File: config.mk
export PLATFORM = sky130hd
export DESIGN_NAME = lsu_arbiter
export DESIGN_NICKNAME = d
export VERILOG_FILES = /design/src/rtl/lsu_arbiter.sv
export SDC_FILE = /design/constraint.sdc
export NUM_CORES = 1
export LEC_CHECK = 0
export BUFFER_PORTS_ARGS = -buffer_cell sky130_fd_sc_hd__buf_2
export CORE_AREA = 4 4 119 121
export DETAILED_ROUTE_END_ITERATION = 8
export DIE_AREA = 0 0 123 125
export PLACE_DENSITY_LB_ADDON = 0.12
export SETUP_SLACK_MARGIN = 0.02
export SLEW_MARGIN = 10
export SYNTH_ARGS = -nofsm -noshare
export SYNTH_HDL_FRONTEND = slang
export SYNTH_SLANG_ARGS = --single-unit
File: constraint.sdc
create_clock -name clk_i -period 6.8 [get_ports clk_i]
set_input_delay 0.34 -clock clk_i [delete_from_list [all_inputs] [get_ports clk_i]]
set_output_delay 0.34 -clock clk_i [all_outputs]
set_load 0.02 [all_outputs]
File: src/rtl/lsu_arbiter.sv
// lsu_arbiter: round-robin arbiter with bounded lock sharing one LSU between the core and a DMA/debug port
module lsu_arbiter #(
  parameter int MAX_LOCK = 8
) (
  input  logic        clk_i,
  input  logic        rst_ni,
  input  logic        c_req_i,
  input  logic        c_we_i,
  input  logic        c_lock_i,
  input  logic [31:0] c_addr_i,
  input  logic [31:0] c_wdata_i,
  input  logic [2:0]  c_op_i,
  output logic        c_gnt_o,
  output logic        c_rvalid_o,
  output logic [31:0] c_rdata_o,
  input  logic        d_req_i,
  input  logic        d_we_i,
  input  logic        d_lock_i,
  input  logic [31:0] d_addr_i,
  input  logic [31:0] d_wdata_i,
  input  logic [2:0]  d_op_i,
  output logic        d_gnt_o,
  output logic        d_rvalid_o,
  output logic [31:0] d_rdata_o,
  output logic [31:0] lsu_addr_o,
  output logic [31:0] lsu_st_data_o,
  output logic        lsu_st_en_o,
  output logic [2:0]  lsu_op_o,
  input  logic [31:0] lsu_ld_data_i
);
  localparam int CW = $clog2(MAX_LOCK + 1);
  typedef enum logic [1:0] {IDLE, OWN_C, OWN_D} state_t;
  state_t state, state_nxt;
  logic rr_last;
  logic [CW-1:0] lock_cnt, lock_cnt_nxt;
  logic cnt_max, own_c, own_d, gnt_c, gnt_d;
  assign cnt_max = lock_cnt == CW'(MAX_LOCK);
  assign own_c = state == OWN_C && c_req_i && c_lock_i && !cnt_max;
  assign own_d = state == OWN_D && d_req_i && d_lock_i && !cnt_max;
  always_ff @(posedge clk_i or negedge rst_ni)
    if (!rst_ni) begin
      state <= IDLE;
      rr_last <= 1'b1;
      lock_cnt <= '0;
    end else begin
      state <= state_nxt;
      lock_cnt <= lock_cnt_nxt;
      if (gnt_c || gnt_d) rr_last <= gnt_d;
    end
  // lock_cnt includes the grant that took ownership, so an owner holds at most MAX_LOCK cycles
  always_comb begin
    state_nxt = (gnt_c && c_lock_i && !cnt_max) ? OWN_C : (gnt_d && d_lock_i && !cnt_max) ? OWN_D : IDLE;
    lock_cnt_nxt = state_nxt == IDLE ? '0 : state_nxt != state ? CW'(1) : cnt_max ? lock_cnt : lock_cnt + 1'b1;
  end
  // rr_last=1 means the DMA port won last, so the core wins the next tie
  always_comb begin
    gnt_c = rst_ni && c_req_i && (own_c || (!own_d && (!d_req_i || rr_last)));
    gnt_d = rst_ni && d_req_i && !own_c && (own_d || !c_req_i || !rr_last);
    c_gnt_o = gnt_c;
    d_gnt_o = gnt_d;
    lsu_addr_o = gnt_c ? c_addr_i : gnt_d ? d_addr_i : '0;
    lsu_st_data_o = gnt_c ? c_wdata_i : gnt_d ? d_wdata_i : '0;
    lsu_op_o = gnt_c ? c_op_i : gnt_d ? d_op_i : '0;
    lsu_st_en_o = gnt_c ? c_we_i : gnt_d ? d_we_i : 1'b0;
  end
  always_ff @(posedge clk_i or negedge rst_ni)
    if (!rst_ni) begin
      c_rvalid_o <= 1'b0;
      d_rvalid_o <= 1'b0;
      c_rdata_o <= '0;
      d_rdata_o <= '0;
    end else begin
      c_rvalid_o <= gnt_c && !c_we_i;
      d_rvalid_o <= gnt_d && !d_we_i;
      if (gnt_c && !c_we_i) c_rdata_o <= lsu_ld_data_i;
      if (gnt_d && !d_we_i) d_rdata_o <= lsu_ld_data_i;
    end
endmodule
**Word level (Yosys, flattened, before mapping)**

Index checks and enable logic that the tools add are counted.

- Bits in registers: 73
- Logic and storage cells: 58
- Bits of input ports: 174
- Output and inout port bits: 136

- Equality and inequality tests: 5
- Reductions and logical operators: 32
- Add/subtract/negate cells: 1
- Multiplexer cells: 13

Operator list:

| operator | number |
|---|---|
| two-way mux 32 bit | 4 |
| logical AND 1 bit | 18 |
| two-way mux 4 bit | 3 |
| logical NOT 1 bit | 8 |
| two-way mux 3 bit | 2 |
| logical OR 1 bit | 5 |
| adder 4 x 1 -> 4 bit, second input constant | 1 |
| == test 4 bit, second input constant | 1 |
| two-way mux 2 bit | 2 |
| inequality test 3 x 1 -> 1 bit, second input constant | 1 |
| == test 2 x 1 -> 1 bit, second input constant | 1 |
| == test 2 bit, second input constant | 1 |
| logical NOT 2 bit | 1 |
| two-way mux 1 bit | 2 |
| inequality test 2 bit | 1 |

**Logic depth before layout (Yosys ltp)**

Gate-level depths: netlist of run 1.

- Depth in word-level cells: 14
- Gate-level depth with buffers: 10
- Depth with buffers taken out: 8

**Worst setup path after synthesis of run 1**

No wires, ideal clock.

- Path kind: reg2out
- From: register lock_cnt[0]
- To: output lsu_st_data_o[16]
- Data required time: 6.460 ns
- Arrival time: 2.016 ns
- Setup slack: 4.444 ns
- Buffers on the path: 2
- Cell stages (with the launch flop): 9
- Cells stage by stage: dfrtp_1 inv_1 ha_1 and3b_1 o211ai_1 and4_1 buf_4 clkbuf_1 a22o_1

- Longest elaborated chain between the ends: 8
- Elaborated cells on any way between the ends: 15
- Classes of those cells: eq/ne (1); mux (2); reduce/logical (12)

Ends and longest elaborated chain:

| item | RTL line | RTL |
|---|---|---|
| start: declaration | 35 | `logic [CW-1:0] lock_cnt, lock_cnt_nxt;` |
| start signal: assignment | 47 | `lock_cnt <= lock_cnt_nxt;` |
| == test 4 bit * | 37 | `assign cnt_max = lock_cnt == CW'(MAX_LOCK);` |
| logical NOT 1 bit * | 38, 39 |  |
| logical AND 1 bit, on equally long branches | 38, 39 |  |
| logical NOT 1 bit / logical OR 1 bit (equally long branches) | 58 | `gnt_d = rst_ni && d_req_i && !own_c && (own_d \|\| !c_req_i \|\| !rr_last);` |
| logical AND 1 bit / logical OR 1 bit (equally long branches) | 58 |  |
| logical AND 1 bit * | 58 |  |
| named net d_gnt_o | 22 | `output logic d_gnt_o,` |
| two-way mux 32 bit * (2 in a row) | 62 | `lsu_st_data_o = gnt_c ? c_wdata_i : gnt_d ? d_wdata_i : '0;` |
| end: declaration | 26 | `output logic [31:0] lsu_st_data_o,` |

The timed path passes the listed nets; every way through them passes the cells marked *.

**Worst setup path in the final report of run 1**

- From: register lock_cnt[0]
- To: register c_rdata_o[24]

- Longest elaborated chain between the ends: 8
- Elaborated cells on any way between the ends: 9
- Classes of those cells: eq/ne (1); reduce/logical (8)

Ends and longest elaborated chain:

| item | RTL line | RTL |
|---|---|---|
| == test 4 bit * | 37 |  |
| logical NOT 1 bit * | 38, 39 |  |
| logical AND 1 bit | 39 | `assign own_d = state == OWN_D && d_req_i && d_lock_i && !cnt_max;` |
| logical NOT 1 bit | 57 | `gnt_c = rst_ni && c_req_i && (own_c \|\| (!own_d && (!d_req_i \|\| rr_last)));` |
| logical AND 1 bit | 57 |  |
| logical OR 1 bit * | 57 |  |
| logical AND 1 bit * | 57 |  |
| logical AND 1 bit * | 75 | `if (gnt_c && !c_we_i) c_rdata_o <= lsu_ld_data_i;` |
| end signal: assignment | 75 |  |
| end: declaration | 15 | `output logic [31:0] c_rdata_o,` |

Mark *: on every way between the ends. The rest lies on a longest branch, timed or not.
A chain may end at the register's enable or synchronous reset.

==> metrics, run 1 <==
Warnings, synthesis=0; minimum clock period=about 3.3 ns; setup bufs post-CTS=0; most frequent cells in the layout=308 x buf_2, 72 x dfrtp_1, 69 x a22o_1; Worst path max stage delay=0.95 ns; Rows=42; Startpoint Class=flop; Worst EP arrival=roughly 3.5 ns; clock transition at the registers of the reported paths=roughly 0.05 ns; Die Wd=about 120 um; Post-CTS Resized=0; final number of setup-violating endpoints=0; total gr overflow=0; P_leak=between 3 and 4 nW; TritonCTS Buffers=9; CTS Sinks=73; core area=13100 um2; GRT Resource Usage Total=approximately 19%; most common cell after layout, fill and taps aside=buf_2; drc violations=0; root buf cell=clkbuf_16; clk_skew=approximately 0.0074 ns; post-synthesis sequential area ratio=about half; Die H=125 um; setup TNS=0 ns; final hold viol count=0; outcome=completed; mean area per synthesized cell=about 14 um2; vias per inst=4.68; number of buffers added on ports=just over 300; TritonCTS clock tree=done; Seq cells post-synth=73; pin count of the biggest net entering global routing=73; routed length per instance=slightly below 20 um; Mapped Cells=270; H-tree levels=3; Critical Path RT=~7.0 ns; initial antenna violation count=1; worst hold path class=primary input to flop; via count=between 3k and 4k; Starting Density=28.2%; CTS max path bufs=2; Post-Synthesis Cell Area=around 3700 um2; Synth top area share=about half; Setup crit end kind=flop; vias in the first global route=approximately 3.7k; Cell Pwr Density=slightly below 300 nW/um2; Slew headroom=roughly 32%; period utilization=between 40% and 50%; cells along the critical path=inv_1 > ha_1 > and3b_1 > o2bb2ai_1 > a21oi_4 > buf_4 > nor2b_4 > mux2_2; Fillers=1267; DP Wirelength=around 12000 um; Slowest-stage cell, CP=nor2b_4; initial DRC count=around 180; first-pass GRT wire length=roughly 22000 um; syn nets=approximately 450; Placed Area=approximately 5400 um2; post-route cell area=between 5000 and 6000 um2; Synth area leader=dfrtp_1; P&R area growth vs syn=54.3%; Placer Congestion=approximately 0.91; Slew Viols, Final=0; RSZ-0062 raised after global routing=no; maximum vdd ir drop=between 0.0001 and 0.00015 V; Setup CP Type=flop to flop; worst-path fanout max=just over 70; proportion of layout cells with a drive suffix above 1=slightly below 70%; die area=around 15000 um2; clk_lat worst skew=~0.33 ns; Pre-antenna DRT Iters=4; Max Cap Viol=0; Final #Nets=748; maximum clock rate=about 0.31 GHz; top-level I/O count=between 300 and 400; final WL=~15000 um; ANT nets after route=0; measured slew at the worst slew-check pin=about 1.0 ns; Yosys cell types=32; Ant. Diodes=0; cts hold-fix bufs=1; top cells by area, synth=dfrtp_1 49%, a22o_1 16%, mux2_4 12%
power by group:
part | total, mW | switching (mW) | internal (mW)
Combinational | 0.599 | 0.340 | 0.260
Clock | 0.502 | 0.171 | 0.330
Sequential | 0.596 | 0.0564 | 0.540
cell type report:
type	count	area (um2)	share of cell area [%]
timing repair buffer	314	1590	27.9
clock inverter	5	78.8	1.38
inverter	5	18.8	0.330
clock buffer	11	243	4.26
tap	176	220	3.87
sequential	73	1830	32.1
multi-input combinational	169	1710	30.1
metal layers:
metal  wire, um  share of wire, %  vias up  global-route usage (%)
met4        189               1.3        0                    4.04
met3       1740                12       15                    8.76
met2       7160                48      180                    30.0
met1       5880                39     1691                    22.6
li1           -                 -     1639                       -
met5          0                 0        -                       0
registers in the layout, indices dropped and copies added, names as in the netlist:
name / cells
c_rdata_o: 32
c_rvalid_o: 1
d_rdata_o: 32
d_rvalid_o: 1
lock_cnt: 4
rr_last: 1
state: 2
metrics by stage:
stage / utilization (%) / hold WS [ns] / instances / worst slack, ns / total power [mW]
floorplan: - / 0.0444 / 270 / 4.44 / 0.957
global placement: 41.0 / 0.325 / 736 / 3.63 / 1.20
detailed placement: 41.0 / 0.325 / 736 / 3.52 / 1.21
CTS: 43.5 / 0.236 / 753 / 3.52 / 1.72
global route: 43.5 / 0.238 / 753 / 3.32 / 1.78
finish: 43.5 / 0.249 / 753 / 3.53 / 1.70
logic make-up after synthesis:
| logic type | after synthesis | synth area share (%) |
|---|---|---|
| compound gates | 79 | 18.5 |
| flops | 73 | 49.6 |
| simple gates | 21 | 3.63 |
| buf+inv | 28 | 4.41 |
| mux | 64 | 22.5 |
| fa+ha+maj | 2 | 0.678 |
| xor+xnor | 3 | 0.712 |
worst paths after layout:
path	start	to	slack (ns)	cells after the start
worst min register to register	c_rdata_o[10]	c_rdata_o[10]	0.48	1
worst min-delay path	lsu_ld_data_i[0]	c_rdata_o[0]	0.25	2
min in group asynchronous	rst_ni	rr_last	0.59	2
max in group asynchronous	rst_ni	d_rdata_o[6]	5.28	3
worst max register to register	lock_cnt[0]	c_rdata_o[24]	3.53	8
worst max-delay path	lock_cnt[0]	c_rdata_o[24]	3.53	8
synthesized netlist by cell type:
master and n:
o31ai_1 3, nand4b_1 1, clkbuf_1 14, a21o_1 1
dfrtp_1 72, ha_1 2, a311oi_1 1, a21oi_2 1
buf_4 4, mux2_1 7, mux2_4 29, inv_1 5
nand3_1 5, o2bb2ai_1 1, nand3b_1 1, buf_6 1
dfstp_2 1, o211ai_1 1, a22oi_1 1, nor2b_4 2
a22o_1 69, buf_2 1, and3b_1 1, nand4_1 2
and4_1 1, xor2_1 1, o21bai_1 1, nand2_1 6
xnor2_1 2, buf_8 3, mux2_2 28, nor2b_1 2
worst max-delay path, delay by kind of cell, from the launching register on:
family,cells,cell delay (ns)
simple gates,2,1.16
flops,1,0.41
buf+inv,2,0.64
mux,1,0.42
compound gates,2,0.31
fa+ha+maj,1,0.16
Power figures use the tool's default switching activity.
==> run 2, diff against run 1 <==
Settings changed: CORE_AREA 4 4 119 121 to 4 4 118 120, DIE_AREA 0 0 123 125 to 0 0 122 124.
Clock period 6.8 ns to 2.9 ns, I/O delays scaled along.
==> run 2 against run 1 <==
Against the previous run: global-route usage is 0.52 points lower; critical path depth stayed put; via count is 1.4% higher; final cell count is 0.40% higher; sequential power is 130% higher; register-to-register slack worse by 2.9 ns; highest routed layer is now met5.
==> metrics, run 2 (synthesized netlist as in run 1, its figures left out) <==
outcome=completed; Cell Pwr Density=686 nW/um2 (+130%); total gr overflow=0 (unchanged); most common cell after layout, fill and taps aside=buf_2; maximum vdd ir drop=0.000298 V (+160%); Fillers=1247 (-1.6%); Die H=124 um (-0.80%); top-level I/O count=310 (unchanged); Slew Viols, Final=0 (unchanged); TritonCTS clock tree=done; worst-path fanout max=44 (-38%); minimum clock period=2.63 ns; H-tree levels=3 (unchanged); Ant. Diodes=0 (unchanged); period utilization=around nine tenths; Final #Nets=751 (+0.40%); Setup crit end kind=output pin; final number of setup-violating endpoints=0 (unchanged); CTS Sinks=73 (unchanged); Rows=42 (unchanged); CTS max path bufs=2 (unchanged); proportion of layout cells with a drive suffix above 1=68.1% (+0.34 points); pin count of the biggest net entering global routing=73 (unchanged); die area=15100 um2 (-1.6%); Die Wd=122 um (-0.81%); vias in the first global route=3608 (-1.3%); cells along the critical path=inv_1 > ha_1 > and3b_1 > o211ai_1 > and4_2 > buf_4 > a22o_1 > buf_2; register area=1830 um2 (unchanged); final hold viol count=0 (unchanged); core area=13000 um2 (-0.80%); Placer Congestion=0.838 (-7.5%); Max Cap Viol=0 (unchanged); measured slew at the worst slew-check pin=0.894 ns (-0.119 ns); first-pass GRT wire length=20400 um (-5.4%); Slew headroom=40.4% (+8.1 points); initial antenna violation count=2 (+1); family with the most delay on the worst path=buffers and inverters; worst hold path class=primary input to flop; WP buf/inv=3 (+1); Starting Density=28.4% (+0.23 points); root buf cell=clkbuf_16; multi-input logic area=1710 um2 (unchanged); DP Wirelength=11900 um (-1.6%); Slowest-stage cell, CP=buf_4; routed length per instance=19.4 um (-2.6%); Critical Path RT=2.76 ns (-4.24 ns); Top Registers=c_rdata_o x32, d_rdata_o x32, lock_cnt x4; clk_skew=0.00796 ns (+0.000539 ns); RSZ-0062 raised after global routing=no; via count=3575 (+1.4%); maximum clock rate=0.380 GHz; setup TNS=0 ns (unchanged); setup bufs post-CTS=0 (unchanged); P_leak=3.08 nW (+0.42%); most frequent cells in the layout=308 x buf_2, 72 x dfrtp_1, 69 x a22o_1; vias per inst=4.73 (+1.0%); clock transition at the registers of the reported paths=0.06 ns (about the same); Pre-antenna DRT Iters=4 (unchanged); initial DRC count=152 (-16%); Worst path max stage delay=0.40 ns (-0.55 ns); TritonCTS Buffers=9 (unchanged); drc violations=0 (unchanged); P&R area growth vs syn=55.3%; clk_lat worst skew=0.32 ns (about the same); number of buffers added on ports=309 (unchanged); Startpoint Class=flop; ANT nets after route=0 (unchanged); final core utilization=44.1% (+0.64 points); Worst EP arrival=2.49 ns (-0.99 ns); GRT Resource Usage Total=18.0% (-0.52 points); final WL=14600 um (-2.2%); Setup CP Type=flop to output pin
-- run 2: what timing repair did --
| action | in CTS | in global routing |
|---|---|---|
| gates resized for setup | 0 | 0 |
| hold endpoints to repair | 1 | 0 |
| hold buffers | 1 | 0 |
-- run 2: final timing paths --
path / from / endpoint / slack (ns) / cells past startpoint
worst min register to register: c_rdata_o[8] / c_rdata_o[8] / 0.48 / 1
worst min-delay path: lsu_ld_data_i[1] / c_rdata_o[1] / 0.05 / 2
min in group asynchronous: rst_ni / rr_last / 0.41 / 2
worst max register to register: lock_cnt[0] / d_rdata_o[31] / 0.59 / 8
max in group asynchronous: rst_ni / state[0] / 1.61 / 3
worst max-delay path: lock_cnt[0] / lsu_st_data_o[23] / 0.27 / 8
-- run 2: layout make-up --
cell class / count / area share (%)
flip-flops and latches: 73 / 31.9
clock inverters: 6 / 1.27
clock buffers: 10 / 4.17
repair buffers: 317 / 28.6
multi-input cells: 169 / 29.9
inverters: 5 / 0.328
well taps: 176 / 3.84
-- run 2: per-layer routing --
layer  share of wire, %  wire, um  track usage (%)
met2                 48      7060             28.5
met1                 41      6030             23.5
met3                 10      1480             7.54
met4               0.33        48             3.36
met5               0.14        21                0
-- run 2: metrics by stage --
step / instances / instance area (um2) / setup WS, ns / total power, mW / hold WS (ns)
floorplan: 270 / 3690 / 0.739 / 2.24 / -0.151
global placement: 739 / 5410 / 0.623 / 2.82 / 0.121
detailed placement: 739 / 5410 / 0.606 / 2.83 / 0.118
CTS: 756 / 5730 / 0.244 / 4.00 / 0.0369
global route: 756 / 5730 / 0.0752 / 4.14 / 0.0380
finish: 756 / 5730 / 0.267 / 3.93 / 0.0520
-- run 2: report_power, final --
| group | total, mW | internal (mW) | switching, mW |
|---|---|---|---|
| combinational | 1.40 | 0.616 | 0.788 |
| clock | 1.13 | 0.700 | 0.432 |
| sequential | 1.39 | 1.27 | 0.129 |
-- run 2: worst reg2reg max path: cells and delay by family (launching register included) --
| family | cells | cell delay, ns |
|---|---|---|
| AND/OR/NAND/NOR | 3 | 0.64 |
| buffers and inverters | 2 | 0.38 |
| flip-flops | 1 | 0.39 |
| AO/OA/AOI/OAI | 1 | 0.21 |
| multiplexers | 1 | 0.38 |
| adder cells (fa/ha/maj) | 1 | 0.20 |
